### config.mk
export PLATFORM = sky130hd
export DESIGN_NAME = alu_exec_unit
export DESIGN_NICKNAME = d
export VERILOG_FILES = /design/src/rtl/alu_pkg.sv /design/src/rtl/alu_ctrl_decode.sv /design/src/rtl/alu_exec_unit.sv
export SDC_FILE = /design/constraint.sdc
export NUM_CORES = 1
export LEC_CHECK = 0
export ABC_CLOCK_PERIOD_IN_PS = 4600
export CAP_MARGIN = 20
export CORE_UTILIZATION = 25
export DETAILED_ROUTE_END_ITERATION = 12
export HOLD_SLACK_MARGIN = 0.08
export MAX_ROUTING_LAYER = met4
export SLEW_MARGIN = 20
export SYNTH_ARGS = -nofsm -noshare
export SYNTH_HDL_FRONTEND = slang
export SYNTH_HIERARCHICAL = 1
export SYNTH_SLANG_ARGS = --single-unit
### constraint.sdc
create_clock -name CLK -period 4.6 [get_ports CLK]
set_input_delay 1.38 -clock CLK [delete_from_list [all_inputs] [get_ports CLK]]
set_output_delay 1.38 -clock CLK [all_outputs]
set_load 0.1 [all_outputs]
### src/rtl/alu_pkg.sv
// Shared types and constants for the execute-stage ALU unit.
package alu_pkg;

  // ALUControl codes produced by alu_ctrl_decode.
  typedef enum logic [3:0] {
    ALU_ADD   = 4'b0000,
    ALU_SUB   = 4'b0001,
    ALU_AND   = 4'b0010,
    ALU_OR    = 4'b0011,
    ALU_XOR   = 4'b0100,
    ALU_SLT   = 4'b0101,
    ALU_SLTU  = 4'b0110,
    ALU_SLL   = 4'b0111,
    ALU_SRL   = 4'b1000,
    ALU_SRA   = 4'b1001,
    ALU_MUL   = 4'b1010,
    ALU_MULHU = 4'b1011,
    ALU_DIVU  = 4'b1100,
    ALU_REMU  = 4'b1101
  } alu_ctrl_e;

  // Execute FSM states.
  typedef enum logic [1:0] {
    S_IDLE    = 2'b00,
    S_MUL_RUN = 2'b01,
    S_DIV_RUN = 2'b10
  } alu_state_e;

  // Main-decoder ALUOP classes.
  localparam logic [1:0] ALUOP_ADD     = 2'b00;
  localparam logic [1:0] ALUOP_SUB     = 2'b01;
  localparam logic [1:0] ALUOP_FUNCT   = 2'b10;
  localparam logic [1:0] ALUOP_ADD_ALT = 2'b11;

  // True for the ops that use the shift-add multiplier.
  function automatic logic is_mul_op(input alu_ctrl_e c);
    return (c == ALU_MUL) || (c == ALU_MULHU);
  endfunction

  // True for the ops that use the restoring divider.
  function automatic logic is_div_op(input alu_ctrl_e c);
    return (c == ALU_DIVU) || (c == ALU_REMU);
  endfunction

endpackage

### src/rtl/alu_ctrl_decode.sv
// Combinational ALUOP/funct -> ALUControl decode, usable outside the execute unit.
module alu_ctrl_decode
  import alu_pkg::*;
(
  input  logic [1:0] aluop_i,
  input  logic [2:0] funct3_i,
  input  logic       funct7_5_i,
  input  logic       funct7_0_i,
  input  logic       op_i,
  output alu_ctrl_e  alu_ctrl_o
);

  // Map decoder class and instruction fields to an ALUControl code.
  always_comb begin
    alu_ctrl_o = ALU_ADD;
    case (aluop_i)
      ALUOP_ADD:     alu_ctrl_o = ALU_ADD;
      ALUOP_SUB:     alu_ctrl_o = ALU_SUB;
      ALUOP_ADD_ALT: alu_ctrl_o = ALU_ADD;
      ALUOP_FUNCT: begin
        if (op_i && funct7_0_i) begin
          // M subset: only the unsigned ops are implemented, the rest fall back to ADD.
          case (funct3_i)
            3'b000:  alu_ctrl_o = ALU_MUL;
            3'b011:  alu_ctrl_o = ALU_MULHU;
            3'b101:  alu_ctrl_o = ALU_DIVU;
            3'b111:  alu_ctrl_o = ALU_REMU;
            default: alu_ctrl_o = ALU_ADD;
          endcase
        end else begin
          case (funct3_i)
            3'b000:  alu_ctrl_o = (op_i && funct7_5_i) ? ALU_SUB : ALU_ADD;
            3'b001:  alu_ctrl_o = ALU_SLL;
            3'b010:  alu_ctrl_o = ALU_SLT;
            3'b011:  alu_ctrl_o = ALU_SLTU;
            3'b100:  alu_ctrl_o = ALU_XOR;
            3'b101:  alu_ctrl_o = funct7_5_i ? ALU_SRA : ALU_SRL;
            3'b110:  alu_ctrl_o = ALU_OR;
            default: alu_ctrl_o = ALU_AND;
          endcase
        end
      end
      default: alu_ctrl_o = ALU_ADD;
    endcase
  end

endmodule

### src/rtl/alu_exec_unit.sv
// Execute-stage unit: single-cycle ALU plus iterative unsigned multiply/divide.
// Handshake: a request is accepted on a rising edge where in_valid & in_ready & !Flush;
// in_ready is high only in IDLE. out_valid is a one-cycle pulse with no back-pressure.
module alu_exec_unit
  import alu_pkg::*;
#(
  parameter int WIDTH = 32
) (
  input  logic             CLK,
  input  logic             RST,
  input  logic             Flush,
  input  logic             in_valid,
  output logic             in_ready,
  input  logic [1:0]       ALUOP,
  input  logic [2:0]       funct3,
  input  logic             funct7_5,
  input  logic             funct7_0,
  input  logic             OP,
  input  logic [WIDTH-1:0] SrcA,
  input  logic [WIDTH-1:0] SrcB,
  output logic [WIDTH-1:0] Result,
  output logic             Zero,
  output logic             out_valid,
  output logic [1:0]       dbg_state_o
);

  localparam int SW = $clog2(WIDTH);
  localparam int CW = SW + 1;
  localparam logic [CW-1:0] LAST_ITER = CW'(WIDTH - 1);

  alu_state_e         state_q, state_d;
  logic [CW-1:0]      cnt_q, cnt_d;
  logic [2*WIDTH-1:0] acc_q, acc_d;
  logic [WIDTH-1:0]   opa_q, opa_d;     // multiplicand or divisor
  alu_ctrl_e          ctrl_q, ctrl_d;
  logic [WIDTH-1:0]   result_q, result_d;
  logic               out_valid_q, out_valid_d;

  alu_ctrl_e          dec_ctrl;
  logic [WIDTH-1:0]   alu_y;
  logic [SW-1:0]      shamt;
  logic               accept;
  logic [WIDTH:0]     mul_sum;
  logic [2*WIDTH-1:0] mul_next;
  logic [WIDTH:0]     div_trial;
  logic               div_ge;
  logic [WIDTH-1:0]   div_rem;
  logic [2*WIDTH-1:0] div_next;

  alu_ctrl_decode u_decode (
    .aluop_i    (ALUOP),
    .funct3_i   (funct3),
    .funct7_5_i (funct7_5),
    .funct7_0_i (funct7_0),
    .op_i       (OP),
    .alu_ctrl_o (dec_ctrl)
  );

  assign in_ready    = (state_q == S_IDLE);
  assign accept      = in_valid && in_ready && !Flush;
  assign shamt       = SrcB[SW-1:0];
  assign Result      = result_q;
  assign Zero        = (result_q == '0);
  assign out_valid   = out_valid_q;
  assign dbg_state_o = state_q;

  // Single-cycle ALU; also covers divide-by-zero results.
  always_comb begin
    alu_y = '0;
    case (dec_ctrl)
      ALU_ADD:  alu_y = SrcA + SrcB;
      ALU_SUB:  alu_y = SrcA - SrcB;
      ALU_AND:  alu_y = SrcA & SrcB;
      ALU_OR:   alu_y = SrcA | SrcB;
      ALU_XOR:  alu_y = SrcA ^ SrcB;
      ALU_SLT:  alu_y = {{(WIDTH-1){1'b0}}, ($signed(SrcA) < $signed(SrcB))};
      ALU_SLTU: alu_y = {{(WIDTH-1){1'b0}}, (SrcA < SrcB)};
      ALU_SLL:  alu_y = SrcA << shamt;
      ALU_SRL:  alu_y = SrcA >> shamt;
      ALU_SRA:  alu_y = $signed(SrcA) >>> shamt;
      ALU_DIVU: alu_y = '1;
      ALU_REMU: alu_y = SrcA;
      default:  alu_y = '0;
    endcase
  end

  // One shift-add step (acc = {partial, multiplier}) and one restoring-divide step (acc = {rem, dividend}).
  always_comb begin
    mul_sum   = {1'b0, acc_q[2*WIDTH-1:WIDTH]} + (acc_q[0] ? {1'b0, opa_q} : '0);
    mul_next  = {mul_sum, acc_q[WIDTH-1:1]};
    div_trial = {acc_q[2*WIDTH-1:WIDTH], acc_q[WIDTH-1]};
    div_ge    = (div_trial >= {1'b0, opa_q});
    // The true remainder is below the divisor, so WIDTH bits are enough.
    div_rem   = div_ge ? (div_trial[WIDTH-1:0] - opa_q) : div_trial[WIDTH-1:0];
    div_next  = {div_rem, acc_q[WIDTH-2:0], div_ge};
  end

  // Next-state logic for the FSM and datapath registers; Flush overrides everything but Result.
  always_comb begin
    state_d     = state_q;
    cnt_d       = cnt_q;
    acc_d       = acc_q;
    opa_d       = opa_q;
    ctrl_d      = ctrl_q;
    result_d    = result_q;
    out_valid_d = 1'b0;
    if (Flush) begin
      state_d = S_IDLE;
      cnt_d   = '0;
    end else begin
      case (state_q)
        S_IDLE: begin
          if (accept) begin
            ctrl_d = dec_ctrl;
            cnt_d  = '0;
            if (is_mul_op(dec_ctrl)) begin
              acc_d   = {{WIDTH{1'b0}}, SrcB};
              opa_d   = SrcA;
              state_d = S_MUL_RUN;
            end else if (is_div_op(dec_ctrl) && (SrcB != '0)) begin
              acc_d   = {{WIDTH{1'b0}}, SrcA};
              opa_d   = SrcB;
              state_d = S_DIV_RUN;
            end else begin
              result_d    = alu_y;
              out_valid_d = 1'b1;
            end
          end
        end
        S_MUL_RUN: begin
          acc_d = mul_next;
          cnt_d = cnt_q + CW'(1);
          if (cnt_q == LAST_ITER) begin
            result_d    = (ctrl_q == ALU_MULHU) ? mul_next[2*WIDTH-1:WIDTH] : mul_next[WIDTH-1:0];
            out_valid_d = 1'b1;
            cnt_d       = '0;
            state_d     = S_IDLE;
          end
        end
        S_DIV_RUN: begin
          acc_d = div_next;
          cnt_d = cnt_q + CW'(1);
          if (cnt_q == LAST_ITER) begin
            result_d    = (ctrl_q == ALU_REMU) ? div_next[2*WIDTH-1:WIDTH] : div_next[WIDTH-1:0];
            out_valid_d = 1'b1;
            cnt_d       = '0;
            state_d     = S_IDLE;
          end
        end
        default: begin
          state_d = S_IDLE;
          cnt_d   = '0;
        end
      endcase
    end
  end

  // State and datapath registers with asynchronous active-low reset.
  always_ff @(posedge CLK or negedge RST) begin
    if (!RST) begin
      state_q     <= S_IDLE;
      cnt_q       <= '0;
      acc_q       <= '0;
      opa_q       <= '0;
      ctrl_q      <= ALU_ADD;
      result_q    <= '0;
      out_valid_q <= 1'b0;
    end else begin
      state_q     <= state_d;
      cnt_q       <= cnt_d;
      acc_q       <= acc_d;
      opa_q       <= opa_d;
      ctrl_q      <= ctrl_d;
      result_q    <= result_d;
      out_valid_q <= out_valid_d;
    end
  end

endmodule
# Word-level counts from Yosys, hierarchy flattened
# Cells that the tools add are included.
[word_totals]
inputBits = 76
word_cells = 121
out_inout_bits = 37
regBits = 141
[op_classes]
addsub = 5
muxes = 39
n_reduce_logical = 23
n_eq_ne = 37
order_cmp = 3
n_bitwise = 4
shifts = 3
[ops]
columns = ["cell", "count"]
rows = [
  ["case mux 32 bit (12 select lines)", 1],
  ["two-way mux 32 bit", 11],
  ["two-way mux 64 bit", 3],
  ["case mux 64 bit (3 select lines)", 1],
  ["case mux 32 bit (3 select lines)", 1],
  ["< comparator 32 bit", 2],
  ["subtractor 32 bit", 2],
  ["adder 32 x 32 -> 33 bit", 1],
  [">= comparator 33 x 32 -> 1 bit", 1],
  ["adder 32 bit", 1],
  ["bitwise AND 32 bit", 1],
  ["equality test 4 bit, second input constant", 8],
  ["logical NOT 32 bit", 1],
  ["OR 32 bit", 1],
  ["nonzero test 32 bit", 1],
  ["<< shifter 32 x 5 -> 32 bit", 1],
  ["right shift 32 x 5 -> 32 bit", 1],
  [">>> shifter 32 x 5 -> 32 bit", 1],
  ["bitwise XOR 32 bit", 1],
  ["case mux 4 bit (7 select lines)", 1],
  ["two-way mux 6 bit", 3],
  ["equality test 4 x 3 -> 1 bit, second input constant", 4],
  ["case mux 4 bit (4 select lines)", 1],
  ["equality test 3 bit, second input constant", 4],
  ["other kinds (33)", 61],
]

# Depth between registers and ports, before layout
[logic_depth]
depth_word = 13
ltp_mapped = 17
mapped_depth_nobuf = 14

# Modules after synthesis
# The synthesis kept the hierarchy.
[modules_own_cells]
columns = ["module", "seq_area_each_um2", "cells_each", "area_each_um2", "n_inst"]
rows = [
  ["alu_exec_unit", 3528.4, 2940, 20922.6, 1],
  ["alu_ctrl_decode", 0.0, 26, 185.2, 1],
]

# Least setup slack after synthesis
# No wires, ideal clock.
[synth_timing]
path_type = "in2reg"
start = "input port SrcB[1]"
end = "register result_q[29], in the netlist Result[29]"
path_slack_ns = -0.700
setup_time_ns = 0.124
n_path_buf = 4
cell_stages = 16
t_arrival_ns = 5.176
required_time_ns = 4.476
cell_sequence = "clkbuf_1 -> inv_1 -> buf_2 -> buf_1 -> buf_2 -> ha_1 -> a211oi_1 -> o21a_1 -> a21oi_1 -> or4_4 -> a311o_1 -> a211o_1 -> a31oi_1 -> xnor2_1 -> o311ai_1 -> a211o_1"
[synth_via]
elab_chain_len = 6
word_cells_on_any_way = 14
classes_between = "add/sub: 2; eq/ne: 1; shift: 3; mux: 5; reduce/logical: 3"
[synth_lines]
columns = ["item", "line", "rtl"]
rows = [
  ["start, declared", "alu_exec_unit.sv:20", "input logic [WIDTH-1:0] SrcB,"],
  ["subtractor 32 bit, or another cell as far along", "alu_exec_unit.sv:72", "ALU_SUB: alu_y = SrcA - SrcB;"],
  ["case mux 32 bit (12 select lines)", "alu_exec_unit.sv:70", "case (dec_ctrl)"],
  ["two-way mux 32 bit", "alu_exec_unit.sv:120", "end else if (is_div_op(dec_ctrl) && (SrcB != '0)) begin"],
  ["two-way mux 32 bit", "alu_exec_unit.sv:116", "if (is_mul_op(dec_ctrl)) begin"],
  ["two-way mux 32 bit", "alu_exec_unit.sv:113", "if (accept) begin"],
  ["case mux 32 bit (3 select lines)", "alu_exec_unit.sv:111", "case (state_q)"],
  ["end signal, assigned", "alu_exec_unit.sv:174", "result_q <= result_d;"],
  ["end, declared", "alu_exec_unit.sv:36", "logic [WIDTH-1:0] result_q, result_d;"],
]
# Parallel ways exist; a longest one is shown, timed or not. The select of a mux whose other input is x is not followed.
# A chain may end at the register's enable or synchronous reset.

# Worst setup path after layout
[layout_timing]
start = "input port SrcA[1]"
end = "register result_q[24], in the netlist Result[24]"
[layout_via]
elab_chain_len = 6
word_cells_on_any_way = 10
classes_between = "add/sub: 2; shift: 3; mux: 5"
[layout_lines]
columns = ["item", "line", "rtl"]
rows = [
  ["start, declared", "alu_exec_unit.sv:19", "input logic [WIDTH-1:0] SrcA,"],
  ["subtractor 32 bit, or another cell as far along", "alu_exec_unit.sv:72", ""],
  ["case mux 32 bit (12 select lines) *", "alu_exec_unit.sv:70", ""],
  ["two-way mux 32 bit *", "alu_exec_unit.sv:120", ""],
  ["two-way mux 32 bit *", "alu_exec_unit.sv:116", ""],
  ["two-way mux 32 bit *", "alu_exec_unit.sv:113", ""],
  ["case mux 32 bit (3 select lines) *", "alu_exec_unit.sv:111", ""],
]
# Every way passes the cells marked *; elsewhere a longest branch is shown, timed or not. The select of a mux whose other input is x is not followed.

==> summary.txt <==
Synth
  • Compound-gate portion of the synthesized area: 0.333
  • Adder-cell area share of the yosys netlist: 0.108
  • Post-synthesis simple-gate area fraction: 0.203
  • Proportion of synthesized flip-flops having asynchronous set or reset: 1.00
  • Fraction of the yosys area taken by sequential cells: 0.167
  • Combinational family with the most area after synthesis: compound AO/OA/AOI/OAI gates
  • Number of storage elements in the synthesis netlist: 141
  • Number of distinct library cell variants in the gate-level netlist after synthesis: 87
  • Mapped Nets: around 3.2k
  • Cell types occupying the most area after synthesis: sky130_fd_sc_hd__dfrtp_1 17%, sky130_fd_sc_hd__ha_1 10%, sky130_fd_sc_hd__a21oi_1 8.2%
  • Most instantiated flip-flop cell in the synthesis netlist: sky130_fd_sc_hd__dfrtp_1
  • Gate count after technology mapping: a little under 3k
  • Top cell type's share of synthesized area: 0.167
  • Post-Synthesis Mean Instance Area: between 7 and 8 µm²
  • Proportion of synthesized area in mux cells: 0.0831
  • Most instantiated cells after synthesis: 367 x sky130_fd_sc_hd__nor2_1, 346 x sky130_fd_sc_hd__a21oi_1, 280 x sky130_fd_sc_hd__nand2_1, 209 x sky130_fd_sc_hd__o21ai_0, 175 x sky130_fd_sc_hd__ha_1
  • Most common cell in the synthesized netlist: sky130_fd_sc_hd__nor2_1
  • Synthesized cell area: 0.0211 mm²
  • Biggest area consumer among synthesized cells: sky130_fd_sc_hd__dfrtp_1
  • Number of enable flip-flop cells after synthesis: 0
  • YS warnings: 6
  • Xor and xnor fraction of the mapped netlist area: 0.0353

Floorplan
  • I/O pin total: between 100 and 150
  • Initial core utilization: 0.253
  • Core area: between 0.08 and 0.09 mm²
  • Full die area: about 0.086 mm²
  • DIE HEIGHT: between 200 and 300 µm
  • Width of the chip: just under 300 µm
  • Number of core rows: 106

CTS
  • Number of clock sinks seen by CTS: approximately 140
  • Clock buffers created by TritonCTS: 17
  • Clock Latency Late Sink: 0.45 ns
  • Register clock-pin slew on the reported worst setup and hold paths: around 0.070 ns
  • Root cell of the clock tree: sky130_fd_sc_hd__clkbuf_16
  • CTS tree: built
  • Number of H-tree levels: 4
  • Number of buffers added to fix hold violations after cts: 0
  • Clock buffer depth: 2

Final layout
  • Synthesis-to-layout area growth: 37.1%
  • Count of nets after finishing: approximately 3.8k
  • Fraction of final layout cells with drive strength greater than 1: 0.236

Place
  • Number of buffer cells added on primary ports: about 110
  • DP Worst Slack: -0.627 ns
  • GP Congestion: around 1.1
  • Detail Placement HPWL: 94200 µm

Worst setup path
  • Kind of cell adding the most delay to the critical path: compound AO/OA/AOI/OAI gates
  • Critical path, cell by cell: clkdlybuf4s50_1 > buf_4 > fa_1 > a211oi_1 > o21ai_0 > o211ai_1 > nand2_1 > a21bo_2 > a31o_2 > a32oi_1 > xnor2_1 > a221o_1 > o22a_1
  • Crit Path Category: in -> reg
  • Depth of the most critical reg-to-reg path: 12
  • Data arrival time at the worst-slack endpoint: about 4.9 ns
  • Kind of end point of the critical path: register
  • Kind of start point of the critical path: input pin
  • Slowest cell on the critical path: sky130_fd_sc_hd__fa_1
  • Flop-to-flop setup slack: roughly 0.45 ns
  • Critical-path maximum fanout: 10
  • Buffering stage count on the worst path with inverters included: 2
  • Path length in cells of the critical path: 13
  • Required time worst endpoint: 4.93 ns
  • Worst reg2reg startpoint: acc_q[0]
  • Critical register-to-register path endpoint: Result[28]
  • Slowest Stage Delay on Critical Path: between 0.4 and 0.5 ns

STA
  • Worst-margin pin slew: about 1.0 ns
  • Setup tns final: -0.0121 ns
  • Final number of setup-violating endpoints: 1
  • Relative slew slack: 0.321
  • Post-route worst setup slack: -0.0121 ns
  • Final hold viol count: 0
  • Post-route fraction of the period consumed by the critical path: 1.00
  • Post-layout min period: 4.61 ns
  • Highest clock rate: 217 MHz
  • Worst setup skew after layout: 0.0107 ns
  • Max-slew violation total from the final report: 0
  • RSZ-0062 raised after global routing: yes

Status
  • Violations in the final reports: setup timing
  • Status: finished with violations

Power
  • IR Drop Worst-Case VDD: approximately 0.28 mV
  • Total design power: 8.00 mW
  • P_leak: 13.1 nW
  • Power density over the cells: 276 mW/mm²

Drt
  • Routed via count: 26.5k
  • Wire length after detailed routing: around 120000 µm
  • Top routing layer used: met4
  • Antenna viol nets, final: 0
  • Met3 routed WL: 11000 µm
  • Residual DRC: 0
  • Pre-Repair DR Iteration Count: 8
  • Amount of wire on met2 after detailed routing: 49800 µm
  • Length of routed wiring on met1: around 50000 µm
  • Routed vias/inst: roughly 5.7
  • Average wire length per cell after detail routing: approximately 25 µm
  • DR iter-0 viols: between 3k and 4k

Global routing
  • Global-route wire length before repair: 168000 µm
  • Number of global-route vias before repair: between 20k and 25k
  • GRT Residual Overflow: 0
  • Antenna violations before repair: 1
  • GR Util All Layers: 0.269
  • Largest net degree at the start of global routing: 65

Min path
  • Worst min-delay path endpoint: ctrl_q[0]
  • Worst hold-check path type: reg -> reg
  • Worst min-delay path startpoint: ctrl_q[0]
  • Worst Hold Path Cells: 2

Run
  • Number of max-capacitance violations reported: 0
[flip-flops by register name, indices dropped and copies added, names as in the netlist]
signal and cells:
Result 32, acc_q 64, cnt_q 6, ctrl_q 4
dbg_state_o 2, opa_q 32, out_valid 1
[cell type report]
class,instances,area [µm²]
multi-input combinational,2439,16400
fill,8926,54600
sequential,141,3530
inverter,158,597
antenna,1,2.50
clock buffer,17,425
clock inverter,15,173
timing repair buffer,779,6460
tap,1080,1350
[cell usage in the layout, fill, tap and decap left out, types with 29 or more instances in the layout]
cell type,Yosys,routed
sky130_fd_sc_hd__o211ai_1,39,39
sky130_fd_sc_hd__nor3_1,47,46
sky130_fd_sc_hd__a221oi_1,72,68
sky130_fd_sc_hd__o31ai_1,44,43
sky130_fd_sc_hd__o21ai_0,209,205
sky130_fd_sc_hd__mux2_2,29,29
sky130_fd_sc_hd__nor2_1,367,364
sky130_fd_sc_hd__buf_4,5,639
sky130_fd_sc_hd__and2_1,47,47
sky130_fd_sc_hd__xnor2_1,60,60
sky130_fd_sc_hd__ha_1,175,166
sky130_fd_sc_hd__mux2i_1,83,83
sky130_fd_sc_hd__nand2_1,280,275
sky130_fd_sc_hd__nand3_1,59,59
sky130_fd_sc_hd__a21oi_1,346,338
sky130_fd_sc_hd__dfrtp_1,141,141
sky130_fd_sc_hd__inv_1,152,150
sky130_fd_sc_hd__a211oi_1,71,67
sky130_fd_sc_hd__a21o_1,41,41
sky130_fd_sc_hd__clkdlybuf4s50_1,0,95
[metrics by stage]
| step | cells | hold slack [ns] | util | instance area, µm² |
|---|---|---|---|---|
| floorplan | 2966 | 0.485 | - | 21200 |
| detailed placement | 4590 | 0.531 | 0.336 | 28000 |
| global placement | 4590 | 0.510 | 0.336 | 28000 |
| CTS | 4622 | 0.546 | 0.343 | 28700 |
| finish | 4630 | 0.549 | 0.346 | 28900 |
| global route | 4630 | 0.578 | 0.346 | 28900 |
[worst min-delay path, delay by kind of cell (launching register included)]
| family | cells | cell delay [ns] |
|---|---|---|
| flops | 1 | 0.39 |
| simple gates | 1 | 0.06 |
| compound gates | 1 | 0.06 |
[worst max-delay path by stage]
stage	start	to	slack (ns)
detailed placement	funct3[0]	Result[24]	-0.63
finish	SrcA[1]	Result[24]	-0.01
global placement	SrcA[0]	Result[12]	-0.53
global route	SrcA[1]	Result[24]	-0.03
floorplan	SrcB[3]	Result[29]	0.002
CTS	SrcA[2]	Result[29]	0.005
[where the power goes]
group,internal [mW],total [mW],switching (mW)
Sequential,1.45,1.83,0.381
Clock,0.816,1.46,0.642
Combinational,1.81,4.72,2.91
[repair_timing]
action                     CTS  global route
cloned                       0             1
setup endpoints to repair    9            22
buffers inserted             0             7
pin swaps                    5            13
gates resized for setup     15            48
[kinds of logic after synthesis]
family | count (synthesis)
mux | 139
buf+inv | 386
fa+ha+maj | 179
compound gates | 1085
simple gates | 951
flops | 141
xor+xnor | 85
[layer usage]
| layer | vias up | global-route usage |
|---|---|---|
| li1 | 12043 | - |
| met3 | 260 | 0.0475 |
| met2 | 1417 | 0.401 |
| met5 | - | - |
| met4 | 0 | 0.117 |
| met1 | 12767 | 0.356 |
No activity file was read; power rests on OpenSTA's default activity.
